### config.mk
export PLATFORM = sky130hd
export DESIGN_NAME = sram_responder
export DESIGN_NICKNAME = d
export VERILOG_FILES = /design/src/rtl/sram_responder.sv
export SDC_FILE = /design/constraint.sdc
export NUM_CORES = 2
export LEC_CHECK = 0
export ABC_CLOCK_PERIOD_IN_PS = 3600
export CAP_MARGIN = 20
export CORE_MARGIN = 5
export CORE_UTILIZATION = 50
export CTS_CLUSTER_DIAMETER = 120
export DETAILED_ROUTE_END_ITERATION = 6
export PLACE_DENSITY = 0.75
export SLEW_MARGIN = 20
export SYNTH_ARGS = -nofsm -noshare
export SYNTH_HDL_FRONTEND = slang
export SYNTH_SLANG_ARGS = --single-unit
### constraint.sdc
create_clock -name Clk -period 3.6 [get_ports Clk]
set_clock_uncertainty 0.15 [all_clocks]
set_input_delay 0.72 -clock Clk [delete_from_list [all_inputs] [get_ports Clk]]
set_output_delay 0.72 -clock Clk [all_outputs]
set_load 0.005 [all_outputs]
### src/rtl/sram_responder.sv
// SRAM-bus memory responder: byte-lane writes, latency-configurable reads with registered drive enable.
// Read data appears READ_LATENCY edges after the capture edge; an abort, write or address change drops Data_Oe at the sampling edge.
module sram_responder #(
    parameter int ADDR_BITS    = 8,
    parameter int READ_LATENCY = 2   // legal range 1..15
) (
    input  logic        Clk,
    input  logic        Reset,
    input  logic        CE,
    input  logic        UB,
    input  logic        LB,
    input  logic        OE,
    input  logic        WE,
    input  logic [19:0] ADDR,
    input  logic [15:0] Data_In,
    output logic [15:0] Data_Out,
    output logic        Data_Oe,
    output logic        Busy
);

    typedef enum logic [1:0] {
        IDLE  = 2'd0,
        WAIT  = 2'd1,
        DRIVE = 2'd2
    } state_t;

    localparam int         DEPTH      = 1 << ADDR_BITS;
    localparam logic [3:0] LAT_RELOAD = 4'(READ_LATENCY - 1);

    logic [15:0] mem [DEPTH];

    state_t      state, state_nxt;
    logic [3:0]  cnt, cnt_nxt;
    logic [19:0] cap_addr, cap_addr_nxt;
    logic        cap_ub, cap_ub_nxt;
    logic        cap_lb, cap_lb_nxt;
    logic [15:0] dout_nxt;
    logic        oe_nxt;
    logic        capture;

    logic                 wr_en;
    logic                 rd_req;
    logic [ADDR_BITS-1:0] wr_addr;
    logic [15:0]          rd_word;
    logic [15:0]          rd_masked;

    assign wr_en   = !CE && !WE;
    assign rd_req  = !CE && WE && !OE;
    assign wr_addr = ADDR[ADDR_BITS-1:0];

    // Memory is read at DRIVE entry, so a write landing before that edge is always visible.
    assign rd_word   = mem[cap_addr[ADDR_BITS-1:0]];
    assign rd_masked = {cap_ub ? 8'h00 : rd_word[15:8],
                        cap_lb ? 8'h00 : rd_word[7:0]};

    always_ff @(posedge Clk) begin
        if (wr_en) begin
            if (!UB) mem[wr_addr][15:8] <= Data_In[15:8];
            if (!LB) mem[wr_addr][7:0]  <= Data_In[7:0];
        end
    end

    always_ff @(posedge Clk or posedge Reset) begin
        if (Reset) begin
            state    <= IDLE;
            cnt      <= 4'd0;
            cap_addr <= 20'd0;
            cap_ub   <= 1'b0;
            cap_lb   <= 1'b0;
            Data_Out <= 16'h0000;
            Data_Oe  <= 1'b0;
        end else begin
            state    <= state_nxt;
            cnt      <= cnt_nxt;
            cap_addr <= cap_addr_nxt;
            cap_ub   <= cap_ub_nxt;
            cap_lb   <= cap_lb_nxt;
            Data_Out <= dout_nxt;
            Data_Oe  <= oe_nxt;
        end
    end

    always_comb begin
        state_nxt    = state;
        cnt_nxt      = cnt;
        cap_addr_nxt = cap_addr;
        cap_ub_nxt   = cap_ub;
        cap_lb_nxt   = cap_lb;
        dout_nxt     = Data_Out;
        oe_nxt       = Data_Oe;
        capture      = 1'b0;

        case (state)
            IDLE: begin
                oe_nxt = 1'b0;
                if (rd_req) begin
                    capture   = 1'b1;
                    state_nxt = WAIT;
                end
            end
            WAIT: begin
                // Anything other than a continuing read (idle, OE high, or a write) abandons it.
                if (!rd_req) begin
                    state_nxt = IDLE;
                    oe_nxt    = 1'b0;
                end else if (cnt == 4'd0) begin
                    state_nxt = DRIVE;
                    dout_nxt  = rd_masked;
                    oe_nxt    = 1'b1;
                end else begin
                    cnt_nxt = cnt - 4'd1;
                end
            end
            DRIVE: begin
                if (!rd_req) begin
                    state_nxt = IDLE;
                    oe_nxt    = 1'b0;
                end else if (ADDR != cap_addr) begin
                    capture   = 1'b1;
                    state_nxt = WAIT;
                    oe_nxt    = 1'b0;
                end
            end
            default: begin
                state_nxt = IDLE;
                oe_nxt    = 1'b0;
            end
        endcase

        if (capture) begin
            cap_addr_nxt = ADDR;
            cap_ub_nxt   = UB;
            cap_lb_nxt   = LB;
            cnt_nxt      = LAT_RELOAD;
        end
    end

    assign Busy = (state != IDLE);

endmodule

==> metrics.md <==
| Metric | Value |
|---|---|
| Run status | `finished with violations` |
| Violated checks | `design-rule violations` |
| Total design power | `0.111 W` |
| GR Overflow Total | `0` |
| Synthesized Nets | `7994` |
| Die Ht | `578 µm` |
| Power per unit of standard cell area | `590 nW/µm²` |
| Post-Syn Area | `161000 µm²` |
| Number of antenna violations at the first check in global routing | `25` |
| Largest stage delay, worst path | `0.83 ns` |
| Final nets | `9109` |
| Sequential cell area fraction in the yosys report | `77.0%` |
| Primary FF master, synth | `sky130_fd_sc_hd__edfxtp_1` |
| Required time reported for the critical path endpoint | `4.34 ns` |
| Clock latency at the later pin of the worst-skew pair | `0.96 ns` |
| Buffers inserted by post-CTS timing repair | `0` |
| Peak clock frequency supported by timing | `0.282 GHz` |
| Total clock sinks | `4141` |
| Final sum of negative setup slack | `0 ns` |
| Final worst hold slack | `0.0840 ns` |
| Relative area change from synthesis to final layout | `17.0%` |
| Final critical path time including I/O delays and setup | `3.54 ns` |
| Most frequent cell on the critical path | `sky130_fd_sc_hd__o21ai_0` |
| Number of flip-flops and latches in the synthesized netlist | `4141` |
| Least-Margin Pin Slew | `1.17 ns` |
| Setup violations, final | `0` |
| Critical path data arrival time | `4.28 ns` |
| Sum of buffers and inverters on the critical path | `1` |
| CTS H-tree lvls | `5` |
| Max IR drop VDD | `0.419 mV` |
| Critical path fanouts, max | `25` |
| Site row count | `208` |
| Slowest-stage cell, CP | `sky130_fd_sc_hd__a2111oi_0` |
| Number of buffers between clock root and the deepest sink | `4` |
| Reported leakage power | `61.6 nW` |
| Via count of the first global-routing pass | `88806` |
| Number of vias per cell after detailed routing | `6.44` |
| Remaining antenna violation count after routing | `0` |
| Pin count of the biggest net entering global routing | `120` |
| IO Count | `61` |
| Buffers on Ports | `60` |
| GRT Overall Usage | `26.8%` |
| Number of fill cells | `21805` |
| Number of buffers created by CTS | `402` |
| Path type of the worst min-delay path | `primary input to asynchronous set/reset pin` |
| Unique cell type count in the Yosys netlist | `74` |
| Number of synthesized flops with an enable pin | `4096` |
| Post-synthesis average cell area | `20.3 µm²` |
| Top post-synthesis cells by area | `sky130_fd_sc_hd__edfxtp_1 (76%), sky130_fd_sc_hd__mux4_2 (11%), sky130_fd_sc_hd__mux2i_1 (3.5%)` |
| RSZ-0062 raised after global routing | `false` |
| Number of DRC markers after the initial detailed-route iteration | `13961` |
| Cell type group with the largest total delay on the critical path | `compound AO/OA/AOI/OAI gates` |
| Die Span X | `578 µm` |
| Clock edge transition at the registers on the reported setup and hold paths | `0.07 ns` |
| Starting utilization of the core area | `50.2%` |
| Via count | `88320` |
| Total of warnings raised by yosys | `0` |
| Average wire per cell in the routed design | `32.8 µm` |
| Top-area cell type share of the netlist area | `76.3%` |
| Final number of max-transition violations | `0` |
| CP Cell Sequence | `nor2b_1, buf_4, a221oi_1, o21ai_0, a21oi_1, a2111oi_0, a32oi_1, o21ai_0` |
| 1st-pass router iterations | `7` |
| Nature of the critical path endpoint | `register` |
| Wire length of the first global-routing pass | `644 mm` |
| Relative slew slack | `21.7%` |
| Final critical-path share of the clock period | `98.3%` |
| Post-synthesis instance total | `7949` |
| Cell at the root of the clock tree | `sky130_fd_sc_hd__clkbuf_16` |
| Overall routed net length | `450 mm` |
| Number of failing hold endpoints at the final stage | `0` |
| Post-synth ARST share | `1.09%` |
| Core area | `321000 µm²` |
| Overall die area | `334000 µm²` |
| TritonCTS clock tree | `yes` |
| CP Class | `register to register` |
| Detailed Place HPWL | `284 mm` |
| Share of post-route cells with drive strength above 1 | `28.0%` |
| Number of remaining DRC errors | `1` |
| Post-synth top area cell | `sky130_fd_sc_hd__edfxtp_1` |
| Layout Utilization | `58.7%` |
| Crit start category | `register` |
| Global placer's final weighted congestion | `0.961` |
| Max Cap Violations | `0` |
## Yosys cell counts (23+ instances only)
library cell and count:
sky130_fd_sc_hd__edfxtp_1 4096, sky130_fd_sc_hd__mux4_2 799, sky130_fd_sc_hd__nor2_1 594, sky130_fd_sc_hd__mux2i_1 561, sky130_fd_sc_hd__clkbuf_1 293, sky130_fd_sc_hd__nand2_1 197, sky130_fd_sc_hd__o221ai_1 160, sky130_fd_sc_hd__o22ai_1 142
sky130_fd_sc_hd__a21oi_1 139, sky130_fd_sc_hd__buf_4 91, sky130_fd_sc_hd__nand3_1 82, sky130_fd_sc_hd__o21ai_0 82, sky130_fd_sc_hd__buf_2 81, sky130_fd_sc_hd__mux2_2 48, sky130_fd_sc_hd__dfrtp_1 45, sky130_fd_sc_hd__a22oi_1 42
sky130_fd_sc_hd__buf_1 41, sky130_fd_sc_hd__nor3_1 35, sky130_fd_sc_hd__nand4_1 32, sky130_fd_sc_hd__a2111oi_0 31, sky130_fd_sc_hd__a211oi_1 29, sky130_fd_sc_hd__o211ai_1 27, sky130_fd_sc_hd__a22o_1 23, sky130_fd_sc_hd__a31oi_1 23
## state kept, by name (all words and copies together), names as in the netlist
name and cells:
Data_Oe 1, Data_Out 16, cap_addr 20, cap_lb 1, cap_ub 1, cnt 4
mem 4096, state 2
## report_power, final
group	internal (W)	switching (W)	total [W]
Sequential	0.0530	0.000131	0.0532
Combinational	0.00631	0.00978	0.0161
Clock	0.0238	0.0181	0.0419
## placed cells by master, fill, tap and decap left out, types with 139 or more instances in the layout
cell type and instances:
sky130_fd_sc_hd__edfxtp_1 4096, sky130_fd_sc_hd__buf_4 1029, sky130_fd_sc_hd__mux4_2 799, sky130_fd_sc_hd__nor2_1 588
sky130_fd_sc_hd__mux2i_1 561, sky130_fd_sc_hd__clkbuf_16 405, sky130_fd_sc_hd__nand2_1 196, sky130_fd_sc_hd__o221ai_1 160
sky130_fd_sc_hd__o22ai_1 142, sky130_fd_sc_hd__a21oi_1 139
## worst register-to-register path, cell delays in order, from the launching register on
cell                        delay, ns
sky130_fd_sc_hd__dfrtp_4         0.72
sky130_fd_sc_hd__nor2b_1         0.64
sky130_fd_sc_hd__buf_4           0.36
sky130_fd_sc_hd__a221oi_1        0.17
sky130_fd_sc_hd__o21ai_0         0.20
sky130_fd_sc_hd__a21oi_1         0.10
sky130_fd_sc_hd__a2111oi_0       0.83
sky130_fd_sc_hd__a32oi_1         0.21
sky130_fd_sc_hd__o21ai_0         0.13
## routing by layer
metal	vias up	GRT usage [%]	part of all wire (%)
met5	-	0	0.029
met1	45221	34.7	33
met3	1279	7.15	13
met2	6572	42.1	47
li1	35228	-	-
met4	20	13.8	6.2
## stage by stage
stage          cells  worst slack, ns  cell area [µm²]
6_report       13719           0.0600           188000
5_1_grt        13705           0.0133           188000
3_5_place_dp   12965           -0.643           175000
2_1_floorplan   7949            0.358           161000
3_3_place_gp   12965           -0.685           175000
4_1_cts        13703           0.0710           188000
## cells by family (layout without fill, tap and decap cells)
kind of cell,Yosys count,count (layout),synth area share (%)
compound gates,806,806,3.53
xor+xnor,23,23,0.125
fa+ha+maj,2,2,0.0155
buf+inv,513,1962,1.47
flops,4141,4141,77.0
mux,1408,1408,15.0
other cells,0,16,0
simple gates,1056,1056,2.82
## repair_timing
item | in CTS | in global routing
setup endpoints to repair | 1 | 2
gates cloned | 0 | 0
pin swaps | 0 | 0
hold buffers | 0 | 0
resized for setup | 1 | 2
## final timing paths
| check | start | end | slack (ns) | cells after the start |
|---|---|---|---|---|
| worst min-delay path | Reset | Data_Out[3] | 0.08 | 2 |
| worst min register to register | cap_addr[15] | cap_addr[15] | 0.38 | 1 |
| min in group Clk | Data_In[7] | mem[56][7] | 0.08 | 1 |
| max in group asynchronous | Reset | Data_Out[14] | 2.43 | 3 |
| worst max register to register | cap_addr[1] | Data_Out[1] | 0.06 | 8 |
| worst max-delay path | cap_addr[1] | Data_Out[1] | 0.06 | 8 |
## cell type report
type | instances | area (µm²) | share of cell area [%]
flip-flops and latches | 4141 | 124000 | 65.9
multi-input cells | 3295 | 34800 | 18.4
repair buffers | 1218 | 11000 | 5.82
clock buffers | 501 | 10600 | 5.60
well taps | 4305 | 5390 | 2.86
clock inverters | 237 | 2600 | 1.38
diodes | 16 | 40.0 | 0.0212
inverters | 6 | 35.0 | 0.0186
Note: power is estimated with default switching activity, not from simulation.
